<file path="config.mk">
export PLATFORM = sky130hd
export DESIGN_NAME = stage_if
export DESIGN_NICKNAME = d
export VERILOG_FILES = /design/src/rtl/stage_if.sv
export SDC_FILE = /design/constraint.sdc
export NUM_CORES = 1
export LEC_CHECK = 0
export BUFFER_PORTS_ARGS = -buffer_cell sky130_fd_sc_hd__buf_4
export CORE_ASPECT_RATIO = 1.75
export CORE_MARGIN = 2
export CORE_UTILIZATION = 50
export DETAILED_ROUTE_END_ITERATION = 8
export GPL_ROUTABILITY_DRIVEN = 1
export PLACE_DENSITY = 0.9
export SKIP_LAST_GASP = 1
export SLEW_MARGIN = 5
export SYNTH_ARGS = -nofsm -noshare
export SYNTH_HDL_FRONTEND = slang
export SYNTH_SLANG_ARGS = --single-unit
</file>
<file path="constraint.sdc">
create_clock -name clk -period 1.9 [get_ports clk]
set_input_delay 0.19 -clock clk [delete_from_list [all_inputs] [get_ports clk]]
set_output_delay 0.19 -clock clk [all_outputs]
set_load 0.02 [all_outputs]
</file>
<file path="src/rtl/stage_if.sv">
// Instruction-fetch stage with IF/ID register, one-entry hold buffer for
// multi-cycle stalls, and saturating stall/flush event counters.
module stage_if #(
    parameter logic [31:0] RESET_PC = 32'h0000_0000,
    parameter int          CNT_W    = 16
) (
    input  logic             clk,
    input  logic             rstn,
    input  logic             load_stall,
    input  logic             mop_stall,
    input  logic             flush,
    input  logic [31:0]      br_addr,
    output logic [31:0]      imem_addr,
    input  logic [31:0]      imem_rdata,
    output logic [31:0]      if_id_pc,
    output logic [31:0]      if_id_inst,
    output logic             if_id_valid,
    output logic [CNT_W-1:0] stall_cnt,
    output logic [CNT_W-1:0] flush_cnt
);

    localparam logic [31:0] NOP = 32'h0000_0013;

    logic             stall;
    logic [31:0]      pc_f_q, pc_f_d;
    logic [31:0]      id_pc_q, id_pc_d;
    logic             id_valid_q, id_valid_d;
    logic [31:0]      hold_inst_q, hold_inst_d;
    logic             hold_valid_q, hold_valid_d;
    logic [CNT_W-1:0] stall_cnt_q, stall_cnt_d;
    logic [CNT_W-1:0] flush_cnt_q, flush_cnt_d;

    assign stall = load_stall | mop_stall;

    // Next-state: flush beats stall beats advance.
    always_comb begin
        pc_f_d       = pc_f_q;
        id_pc_d      = id_pc_q;
        id_valid_d   = id_valid_q;
        hold_inst_d  = hold_inst_q;
        hold_valid_d = hold_valid_q;
        stall_cnt_d  = stall_cnt_q;
        flush_cnt_d  = flush_cnt_q;
        if (flush) begin
            // Redirect; ID becomes a bubble, id_pc is left as-is.
            pc_f_d       = br_addr;
            id_valid_d   = 1'b0;
            hold_valid_d = 1'b0;
            if (flush_cnt_q != '1) flush_cnt_d = flush_cnt_q + 1'b1;
        end else if (stall) begin
            // First stall edge latches the ID instruction before the memory
            // output switches to mem[pc_f]; later stall edges keep it.
            if (!hold_valid_q) begin
                hold_inst_d  = imem_rdata;
                hold_valid_d = id_valid_q;
            end
            if (stall_cnt_q != '1) stall_cnt_d = stall_cnt_q + 1'b1;
        end else begin
            pc_f_d       = pc_f_q + 32'd4;
            id_pc_d      = pc_f_q;
            id_valid_d   = 1'b1;
            hold_valid_d = 1'b0;
        end
    end

    // State registers with asynchronous active-low reset.
    always_ff @(posedge clk or negedge rstn) begin
        if (!rstn) begin
            pc_f_q       <= RESET_PC;
            id_pc_q      <= 32'h0;
            id_valid_q   <= 1'b0;
            hold_inst_q  <= 32'h0;
            hold_valid_q <= 1'b0;
            stall_cnt_q  <= '0;
            flush_cnt_q  <= '0;
        end else begin
            pc_f_q       <= pc_f_d;
            id_pc_q      <= id_pc_d;
            id_valid_q   <= id_valid_d;
            hold_inst_q  <= hold_inst_d;
            hold_valid_q <= hold_valid_d;
            stall_cnt_q  <= stall_cnt_d;
            flush_cnt_q  <= flush_cnt_d;
        end
    end

    // ID instruction source: hold buffer, then live memory, else NOP.
    always_comb begin
        if_id_inst = NOP;
        if (hold_valid_q)    if_id_inst = hold_inst_q;
        else if (id_valid_q) if_id_inst = imem_rdata;
    end

    assign imem_addr   = pc_f_q;
    assign if_id_pc    = id_pc_q;
    assign if_id_valid = id_valid_q;
    assign stall_cnt   = stall_cnt_q;
    assign flush_cnt   = flush_cnt_q;

endmodule
</file>
* Word-level counts from Yosys, hierarchy flattened *
Cells that the tools add are included.

word-level totals
  flip-flop bits (word level) = 130
  input port bits = 69
  output and inout port bits = 129

cells by class
  add/subtract/negate cells = 3
  equality and inequality tests = 3
  muxes and demuxes = 9
  bitwise operators = 4
  reduce and logical (&&, ||, !) cells = 4

operator list
  operator                 number
  $mux W32                 4
  $add A16 B1 Y16 const B  2
  $add A32 B3 Y32 const B  1
  $ne A16 B16 Y1 const B   2
  $reduce_and A3 Y1        2
  $mux W1                  5
  $reduce_and A2 Y1        2
  $not A1 Y1               3
  $ne A2 B2 Y1 const B     1
  $or A1 B1 Y1             1

* Longest topological paths before layout *
Gate-level depths: netlist of run 1.

  word-level depth = 3
  gate-level depth with buffers = 6

* Worst setup path before layout of run 1 *
No wires, ideal clock.

  kind = register to register
  start = register pc_f_q[2], in the netlist imem_addr[2]
  end = register pc_f_q[20], in the netlist imem_addr[20]
  arrival time = 1.807 ns
  data required time = 1.818 ns
  path slack = 0.011 ns
  stages on the path, launching flop included = 6
  buffers on the path = 1
  clock period less this slack = 1.889 ns
  cells stage by stage = dfrtp_1 -> ha_1 -> or3b_1 -> clkbuf_1 -> or4_1 -> a31oi_1

between the ends
  cells in the longest elaborated chain, start to end = 3

ends and longest elaborated chain
  item                      line  RTL
  start: declaration        25    logic [31:0] pc_f_q, pc_f_d;
  start signal: assignment  77    pc_f_q <= pc_f_d;
  $add A32 B3 Y32           59    pc_f_d = pc_f_q + 32'd4;
  $mux W32                  50    end else if (stall) begin
  $mux W32                  44    if (flush) begin

No other way between the ends. The select of a mux whose other input is x is not followed.
A chain may end at the register's enable or synchronous reset.

* Final worst setup path of run 1 *
  start = register pc_f_q[3], in the netlist imem_addr[3]
  end = register pc_f_q[20], in the netlist imem_addr[20]

The elaborated chain is that of the path after synthesis.

==> results.md, run 1 <==
- Port-buffer cells: 197
- CTS clk-pin slew, worst paths: 0.06 ns
- Grt total ovfl: 0
- Die area: 13400 µm²
- DRC violations left: 0
- Final period util: 95.9%
- Routed Antenna Nets: 0
- Max-cap violations: 0
- Synth top cells by count: dfrtp_1, mux2_2, nand2_1, nor2_1
- Status: finished, final reports clean
- Fmax: 549 MHz
- P&R area growth vs syn: 42.6%
- Post-Route Utilization: 73.5%
- Worst Path Buf+Inv: 0
- Top delay family on crit path: simple AND/OR/NAND/NOR gates
- CP Capture Type: flop
- Relative slew slack: 65.1%
- Yosys reg bits: 130
- Area leader, netlist: dfrtp_1
- Crit Path Category: flop to flop
- Critical Path, Cell by Cell: ha_2 > or3b_4 > or4_1 > a31oi_1
- Required @ worst endpoint: 2.21 ns
- Warnings, synthesis: 0
- Vias per inst: 5.61
- Clk_lat worst skew: 0.41 ns
- Critical path data arrival time: 2.14 ns
- Mean post-synth cell area: 11.6 µm²
- Die Y-Extent: 152 µm
- Post-synth cell types: 52
- Ys flop type: dfrtp_1
- Register area share after synthesis: 52.3%
- H-tree depth: 4
- Crit-path max cell delay: 0.49 ns
- Cell count after synthesis: 537
- Drt initial violations: 292
- Nets: 844
- Row count: 53
- Worst setup SP type: flop
- Layout Skew: 0.0129 ns
- Largest net degree at the start of global routing: 57
- Routed len/inst: 18.1 µm
- Post-synth ARST share: 100%
- Clock Tree Root: clkbuf_16
- Crit Path Max Fanout: 7
- Dpl cells: 905
- Max-slew violations: 0
- Hold slack: 0.0155 ns
- Worst Tran Pin Value: 0.523 ns
- Total global-route track usage: 25.7%
- Die width: 88.3 µm
- Io pins: 198
- CTS tree: done
- Clock buffer depth: 2
- Pre-antenna DRT Iters: 4
- DP HPWL: 12500 µm
- RSZ-0062 raised after global routing: true
- Initial Utilization: 51.5%
- Tmin final: 1.82 ns
- Share of cells above drive strength 1: 45.4%
- Core area: 12100 µm²
- Post-synth EDFFs: 0
- Routed WL: 17200 µm
- Leakage power: 4.11 nW
- Non-Filler Instances: 950
- Worst vdd ir: 0.951 mV
- Hold Fails Final Rpt: 0
- Area share of the largest cell type after synthesis: 52.3%
- First-pass GRT wire length: 26600 µm
- Synth area leaders: dfrtp_1, mux2_2, a22o_1
- Post-Syn Nets: 609
- Clock sinks: 130
- Initial antenna violation count: 0
- Vias after detailed routing: 5331
- HP Class: primary input to flop
- Mapped Area: 6220 µm²
- Inserted Clock Buffers: 17
- Top-count cell post-synth: dfrtp_1
- Ant diodes: 0
- Placer Congestion: 0.835
- CP max stage cell: or4_1
- Setup-failing EPs final: 0
- Vias in the first global route: 5511
- Pwr dens: 1100 nW/µm²
path summary, 6_finish.rpt:
kind / from / endpoint / cells after the start / slack, ns
min in group asynchronous: rstn / hold_inst_q[28] / 2 / 0.33
max in group asynchronous: rstn / hold_valid_q / 3 / 0.92
worst max register to register: imem_addr[3] / imem_addr[20] / 4 / 0.08
worst min register to register: flush_cnt[15] / flush_cnt[15] / 1 / 0.50
worst max-delay path: imem_addr[3] / imem_addr[20] / 4 / 0.08
worst min-delay path: br_addr[0] / imem_addr[0] / 2 / 0.02
registers in the layout (all words and copies together), names as in the netlist:
| register | flops |
|---|---|
| stall_cnt | 16 |
| if_id_pc | 32 |
| flush_cnt | 16 |
| if_id_valid | 1 |
| hold_valid_q | 1 |
| imem_addr | 32 |
| hold_inst_q | 32 |
power by group:
group	leakage (nW)	total (mW)	switching (mW)	internal, mW
logic	2.24	2.55	1.32	1.23
registers	1.55	3.70	0.439	3.26
clock network	0.311	3.47	1.20	2.27
total	4.11	9.72	2.96	6.76
layout make-up:
cell class / count / area [µm²]
Clock buffer: 20 / 457
Clock inverter: 12 / 178
Fill cell: 816 / 3200
Inverter: 11 / 41.3
Multi-Input combinational cell: 369 / 2820
Sequential cell: 130 / 3260
Tap cell: 165 / 206
Timing Repair Buffer: 243 / 1910
worst register-to-register path: cells and delay by family, from the launching register on:
family                     cells  cell delay, ns
and+or+nand+nor                2            0.91
AOI/OAI and AO/OA              1            0.20
adders and majority gates      1            0.21
DFF                            1            0.41
cell usage in the layout, fill, tap and decap left out, types with 5 or more instances in the layout:
| master | netlist | layout |
|---|---|---|
| buf_4 | 0 | 226 |
| dfrtp_1 | 130 | 128 |
| mux2_2 | 66 | 66 |
| nand2_1 | 38 | 38 |
| nor2_1 | 35 | 34 |
| a22o_1 | 28 | 28 |
| xor2_1 | 28 | 28 |
| o21ai_0 | 23 | 23 |
| nand3_1 | 18 | 18 |
| clkbuf_16 | 0 | 17 |
| a31oi_1 | 14 | 14 |
| inv_1 | 11 | 11 |
| nand4_1 | 11 | 11 |
| dlygate4sd3_1 | 0 | 10 |
| nor3_1 | 10 | 9 |
| xnor2_1 | 9 | 9 |
| o31ai_1 | 9 | 9 |
| or4_1 | 9 | 9 |
| nor4_1 | 7 | 7 |
| and3_1 | 7 | 6 |
| or3_1 | 7 | 6 |
| and4_1 | 5 | 5 |
what timing repair did:
action / CTS / global route
resized for setup: 3 / 8
setup endpoints to repair: 9 / 20
buffers inserted: 0 / 3
hold endpoints to repair: 63 / 0
pin swaps: 0 / 1
hold buffers: 10 / 0
cells by family (layout without fill, tap and decap cells):
family / Yosys count / after routing / synth area share, %
AND/OR/NAND/NOR: 172 / 172 / 16.1
flip-flops: 130 / 130 / 52.3
AO/OA/AOI/OAI: 89 / 89 / 10.6
multiplexers: 68 / 68 / 12.3
buffers and inverters: 38 / 286 / 2.94
XOR/XNOR: 37 / 37 / 5.21
adder cells (fa/ha/maj): 3 / 3 / 0.603
metal layers:
metal | wire, µm | global-route usage (%) | up-vias
met3 | 1060 | 6.39 | 34
met5 | 0 | 0 | -
met4 | 440 | 11.5 | 0
met1 | 6150 | 28.2 | 2646
li1 | - | - | 2444
met2 | 9520 | 45.9 | 207
metrics by stage:
| step | setup TNS, ns | setup WS, ns | power, mW | area, µm² |
|---|---|---|---|---|
| 4_1_cts | 0 | 0.00458 | 9.75 | 8820 |
| 3_5_place_dp | 0 | 0.0440 | 6.23 | 8080 |
| 2_1_floorplan | 0 | 0.0109 | 4.97 | 6220 |
| 5_1_grt | -0.0279 | -0.0237 | 10.2 | 8870 |
| 3_3_place_gp | 0 | 0.137 | 6.08 | 8080 |
| 6_report | 0 | 0.0784 | 9.72 | 8870 |
Power figures use the tool's default switching activity.
==> inputs of run 2 (changes only) <==
Settings changed: CORE_UTILIZATION 50 to 45, PLACE_DENSITY 0.9 to 0.83.
==> run 2 against run 1 <==
  * Register-to-register slack worse by 0.02 ns
  * Clock-buffer cell count down 1
  * Combinational power down 3%
  * Critical endpoint is now stall_cnt[14]
  * Highest routed layer unchanged
==> results.md, run 2 (same netlist as run 1, synthesis figures left out) <==
- Required @ worst endpoint: 2.19 ns (-0.02 ns)
- Largest net degree at the start of global routing: 42 (-26%)
- Drt initial violations: 196 (-33%)
- Clock Tree Root: clkbuf_16
- Ant diodes: 0 (unchanged)
- Core area: 13500 µm² (+11%)
- Critical Path Start: stall_cnt[0]
- Critical path data arrival time: 2.13 ns (about the same)
- Worst Path Buf+Inv: 0 (unchanged)
- Critical Path Sink: stall_cnt[14]
- HP Class: primary input to flop
- Hold slack: 0.00635 ns (-0.00919 ns)
- Worst vdd ir: 0.906 mV (-4.7%)
- Die area: 14800 µm² (+11%)
- Status: finished, final reports clean
- Setup-failing EPs final: 0 (unchanged)
- Reg2Reg Setup Slack: 0.06 ns (-0.02 ns)
- Setup bufs post-CTS: 0 (unchanged)
- Die Y-Extent: 160 µm (+5.3%)
- Initial antenna violation count: 0 (unchanged)
- Total global-route track usage: 22.6% (-3.1 points)
- Tmin final: 1.84 ns (+0.0196 ns)
- CTS tree: done
- Filler cells: 1078 (+32%)
- Pwr dens: 1090 nW/µm² (-0.51%)
- Worst Tran Pin Value: 0.421 ns (-0.103 ns)
- Leakage power: 4.06 nW (-1.0%)
- Nets: 836 (-0.95%)
- Crit-path max cell delay: 0.43 ns (-0.06 ns)
- Grt total ovfl: 0 (unchanged)
- Top delay family on crit path: simple AND/OR/NAND/NOR gates
- CP max stage cell: or3_4
- P&R area growth vs syn: 41.8%
- Hold Fails Final Rpt: 0 (unchanged)
- Placer Congestion: 0.841 (+0.72%)
- Clock sinks: 130 (unchanged)
- CTS clk-pin slew, worst paths: 0.06 ns (about the same)
- Io pins: 198 (unchanged)
- Share of cells above drive strength 1: 45.3% (-0.048 points)
- H-tree depth: 4 (unchanged)
- CP Capture Type: flop
- Clk_lat worst skew: 0.41 ns (about the same)
- RSZ-0062 raised after global routing: true
- Pre-antenna DRT Iters: 4 (unchanged)
- Row count: 56 (+5.7%)
- DP HPWL: 12500 µm (-0.20%)
- Routed len/inst: 17.6 µm (-2.6%)
- Routed WL: 16700 µm (-2.5%)
- RR Startpoint: stall_cnt[0]
- Layout Skew: 0.0129 ns (-0.0000190 ns)
- Critical path depth: 5 (+1)
- Fmax: 543 MHz (-1.1%)
- Setup TNS: 0 ns (unchanged)
- Relative slew slack: 71.8% (+6.7 points)
- Most frequent cells in the layout: buf_4, dfrtp_1, mux2_2
- Commonest non-fill, non-tap cell in the layout: buf_4
- Crit Path Category: flop to flop
- R2r endpoint: stall_cnt[14]
- First-pass GRT wire length: 26700 µm (+0.18%)
- Crit Path Max Fanout: 4 (-3)
- Inserted Clock Buffers: 17 (unchanged)
- Vias after detailed routing: 5253 (-1.5%)
- Initial Utilization: 46.2% (-5.3 points)
- R2R cell count: 5 (+1)
- Die width: 92.9 µm (+5.2%)
- Max-cap violations: 0 (unchanged)
- Vias per inst: 5.52 (-1.6%)
- Max-slew violations: 0 (unchanged)
- Critical Path, Cell by Cell: ha_1 > nand4_1 > or3_4 > nor2_1 > mux2_2
- Final period util: 96.9% (+1.0 points)
- Clock buffer depth: 2 (unchanged)
- Port-buffer cells: 197 (unchanged)
- Worst setup SP type: flop
- Routed Antenna Nets: 0 (unchanged)
- Vias in the first global route: 5481 (-0.54%)
- DRC violations left: 0 (unchanged)
run 2: changes by cell type in the layout (fill, tap and decap cells not counted), sizes merged:
cell,previous run,this run
clkbuf,20,19
inv,13,11
dlygate4sd3,10,6
clkinv,5,7
clkinvlp,1,2
buf,233,229
run 2: per-stage QoR:
| stage | std cells | cell area [µm²] | utilization, % | setup slack [ns] | total power [mW] |
|---|---|---|---|---|---|
| floorplan | 537 | 6220 | - | 0.0109 | 4.97 |
| global placement | 913 | 8080 | 60.1 | 0.117 | 6.08 |
| detailed placement | 913 | 8080 | 60.1 | 0.0488 | 6.21 |
| CTS | 951 | 8780 | 65.2 | 0.0241 | 9.68 |
| global route | 951 | 8820 | 65.6 | -0.0555 | 10.0 |
| finish | 951 | 8820 | 65.6 | 0.0588 | 9.61 |
run 2: worst min-delay path by stage:
stage	from	endpoint	slack (ns)	depth (start not counted)
floorplan	rstn	flush_cnt[0]	-0.11	0
global placement	rstn	stall_cnt[12]	0.12	1
detailed placement	rstn	stall_cnt[14]	0.12	1
CTS	br_addr[16]	imem_addr[16]	0.002	3
global route	br_addr[1]	imem_addr[1]	0.005	2
finish	br_addr[16]	imem_addr[16]	0.006	3
run 2: final cells by class:
cell class,instances,area (µm²),share of cell area [%]
Clock inverter,13,185,2.10
Timing Repair Buffer,235,1850,21.0
Clock buffer,19,443,5.02
Tap cell,174,218,2.47
Multi-Input combinational cell,369,2830,32.0
Sequential cell,130,3260,36.9
Inverter,11,41.3,0.468
run 2: timing repair:
| action | CTS | global route |
|---|---|---|
| hold buffers | 6 | 0 |
| pin swaps | 0 | 1 |
| hold endpoints to repair | 42 | 0 |
| gates resized for setup | 2 | 11 |
| setup endpoints to repair | 4 | 47 |
run 2: power breakdown:
group	internal (mW)	leakage (nW)	switching, mW
Clock	2.23	0.303	1.21
Sequential	3.26	1.55	0.433
Combinational	1.19	2.21	1.29
run 2: worst reg2reg max path, cell delays in order (launching register included):
cell and delay, ns:
dfrtp_1 0.41, ha_1 0.21, nand4_1 0.16, or3_4 0.43, nor2_1 0.16, mux2_2 0.36
run 2: metal layers:
| metal | part of all wire, % | global-route usage [%] |
|---|---|---|
| met5 | 0 | 0 |
| met2 | 57 | 43.1 |
| met3 | 5.2 | 5.35 |
| met4 | 1.7 | 7.89 |
| met1 | 36 | 23.4 |
==> inputs of run 3 (changes only) <==
Settings changed: RECOVER_POWER from default to 25.
==> run 3 against run 2 <==
  * Sequential cell count stayed put
  * Clock power hardly changed
  * Clock-buffer cell count stayed put
  * Non-clock buffer count stayed put
  * Largest cell class unchanged
  * Largest power group unchanged
==> results.md, run 3 (same netlist as run 1, synthesis figures left out) <==
- Net Sw Frac: 30.5% (about the same)
- Worst Tran Pin Value: 1.01 ns (+0.588 ns)
- Pwr dens: 1090 nW/µm² (about the same)
- Crit Path Category: flop to flop
- Fin worst setup slack: 0.0588 ns (unchanged)
- DP HPWL: 12500 µm (unchanged)
- Most frequent cells in the layout: buf_4, dfrtp_1, mux2_2
- Total global-route track usage: 22.6% (unchanged)
- Vias after detailed routing: 5253 (unchanged)
- Clock Tree Root: clkbuf_16
- CTS tree: done
- H-tree depth: 4 (unchanged)
- Initial antenna violation count: 0 (unchanged)
- Initial Utilization: 46.2% (unchanged)
- R2r endpoint: stall_cnt[14]
- Io pins: 198 (unchanged)
- Pre-antenna DRT Iters: 4 (unchanged)
- Placer Congestion: 0.841 (unchanged)
- P&R area growth vs syn: 41.6% (about the same)
- Routed Antenna Nets: 0 (unchanged)
- Inserted Clock Buffers: 17 (unchanged)
- Routed len/inst: 17.6 µm (about the same)
- Internal: 6.68 mW (about the same)
- Crit Path Max Fanout: 4 (unchanged)
- Die width: 92.9 µm (unchanged)
- Register area: 3260 µm² (about the same)
- Commonest non-fill, non-tap cell in the layout: buf_4
- Hold Fails Final Rpt: 0 (unchanged)
- HP Class: primary input to flop
- Routed WL: 16700 µm (about the same)
- Pre-CTS setup slack: 0.0488 ns (unchanged)
- DRC violations left: 0 (unchanged)
- Reg2Reg Setup Slack: 0.06 ns (about the same)
- Clock sinks: 130 (unchanged)
- Tmin final: 1.84 ns (unchanged)
- Switching pwr: 2.93 mW (about the same)
- Power Total: 9.61 mW (about the same)
- R2R cell count: 5 (unchanged)
- Reg power frac: 38.4% (about the same)
- Max-cap violations: 0 (unchanged)
- CTS clk-pin slew, worst paths: 0.06 ns (about the same)
- Setup bufs post-CTS: 0 (unchanged)
- Fmax: 543 MHz (unchanged)
- Die area: 14800 µm² (unchanged)
- Worst vdd ir: 0.906 mV (about the same)
- Die Y-Extent: 160 µm (unchanged)
- Critical path data arrival time: 2.13 ns (about the same)
- Hold path depth: 3 (unchanged)
- Max-slew violations: 0 (unchanged)
- Drt initial violations: 196 (unchanged)
- Share of cells above drive strength 1: 45.2% (-0.13 points)
- Leakage power: 4.06 nW (about the same)
- Largest net degree at the start of global routing: 42 (unchanged)
- Required @ worst endpoint: 2.19 ns (about the same)
- Setup TNS: 0 ns (unchanged)
- Grt total ovfl: 0 (unchanged)
- WHS Endpoint: imem_addr[16]
- First-pass GRT wire length: 26700 µm (unchanged)
- Relative slew slack: 32.7% (-39 points)
- Vias per inst: 5.52 (unchanged)
- Multi-input logic area: 2830 µm² (unchanged)
- Post-Route Utilization: 65.5% (about the same)
- RR Startpoint: stall_cnt[0]
- Core area: 13500 µm² (unchanged)
- Power share of the clock group: 35.8% (about the same)
- CP Capture Type: flop
- Worst setup SP type: flop
- Final period util: 96.9% (unchanged)
- Nets: 836 (unchanged)
- Comb power frac: 25.8% (about the same)
- Ant diodes: 0 (unchanged)
- Clk_lat worst skew: 0.41 ns (about the same)
- Port-buffer cells: 197 (unchanged)
- Status: finished, final reports clean
- Filler cells: 1080 (+0.19%)
- Worst hold start: br_addr[16]
- RSZ-0062 raised after global routing: true
- Row count: 56 (unchanged)
- Vias in the first global route: 5481 (unchanged)
- Layout Skew: 0.0129 ns (+0.000000900 ns)
- Clock buffer depth: 2 (unchanged)
- Setup-failing EPs final: 0 (unchanged)
-- run 3: cell types whose count changed in the layout (fill, tap and decap cells not counted) --
cell / change
buf_6: -1
dfrtp_2: -1
clkbuf_2: +1
dfrtp_1: +1
-- run 3: worst max-delay path, stage by stage, from the launching register on --
cell	delay, ns
dfrtp_1	0.41
ha_1	0.20
nand4_1	0.16
or3_4	0.43
nor2_1	0.16
mux2_2	0.36
-- run 3: how the worst max path moves through the flow --
stage                       startpoint            end  slack [ns]
after CTS                 imem_addr[3]  imem_addr[20]        0.02
after floorplan           imem_addr[2]  imem_addr[20]        0.01
after global routing      imem_addr[3]  imem_addr[16]       -0.06
after detailed placement  imem_addr[3]  imem_addr[20]        0.05
final                     stall_cnt[0]  stall_cnt[14]        0.06
after global placement      load_stall  imem_addr[27]        0.12
-- run 3: metrics by stage --
step           hold WS [ns]  area (µm²)  instances
5_1_grt             0.00477        8810        951
3_3_place_gp          0.116        8080        913
6_report            0.00635        8810        951
2_1_floorplan        -0.106        6220        537
4_1_cts             0.00236        8780        951
3_5_place_dp          0.122        8080        913
-- run 3: layer usage --
metal | global-route usage (%) | wire (µm) | vias up
met5 | 0 | 0 | -
met4 | 7.89 | 277 | 0
met3 | 5.35 | 876 | 20
met2 | 43.1 | 9580 | 152
met1 | 23.4 | 6000 | 2638
li1 | - | - | 2443
-- run 3: area by class of cell --
type,count,share of cell area (%)
Sequential cell,130,36.9
Multi-Input combinational cell,369,32.1
Timing Repair Buffer,235,20.9
Clock buffer,19,5.03
Tap cell,174,2.47
Clock inverter,13,2.10
Inverter,11,0.469
-- run 3: timing repair --
| action | in CTS | in global routing |
|---|---|---|
| gates resized for setup | 2 | 11 |
| endpoints found under the setup margin | 4 | 47 |
| pin swaps | 0 | 1 |
| hold buffers | 6 | 0 |
| hold endpoints to repair | 42 | 0 |
-- run 3: power by group through the flow --
stage	Combinational, mW	Clock (mW)	Sequential, mW
finish	2.48	3.44	3.69
global route	2.65	3.63	3.76
CTS	2.50	3.49	3.69
detailed placement	2.48	0	3.73
global placement	2.40	0	3.69
floorplan	0.834	0	4.13
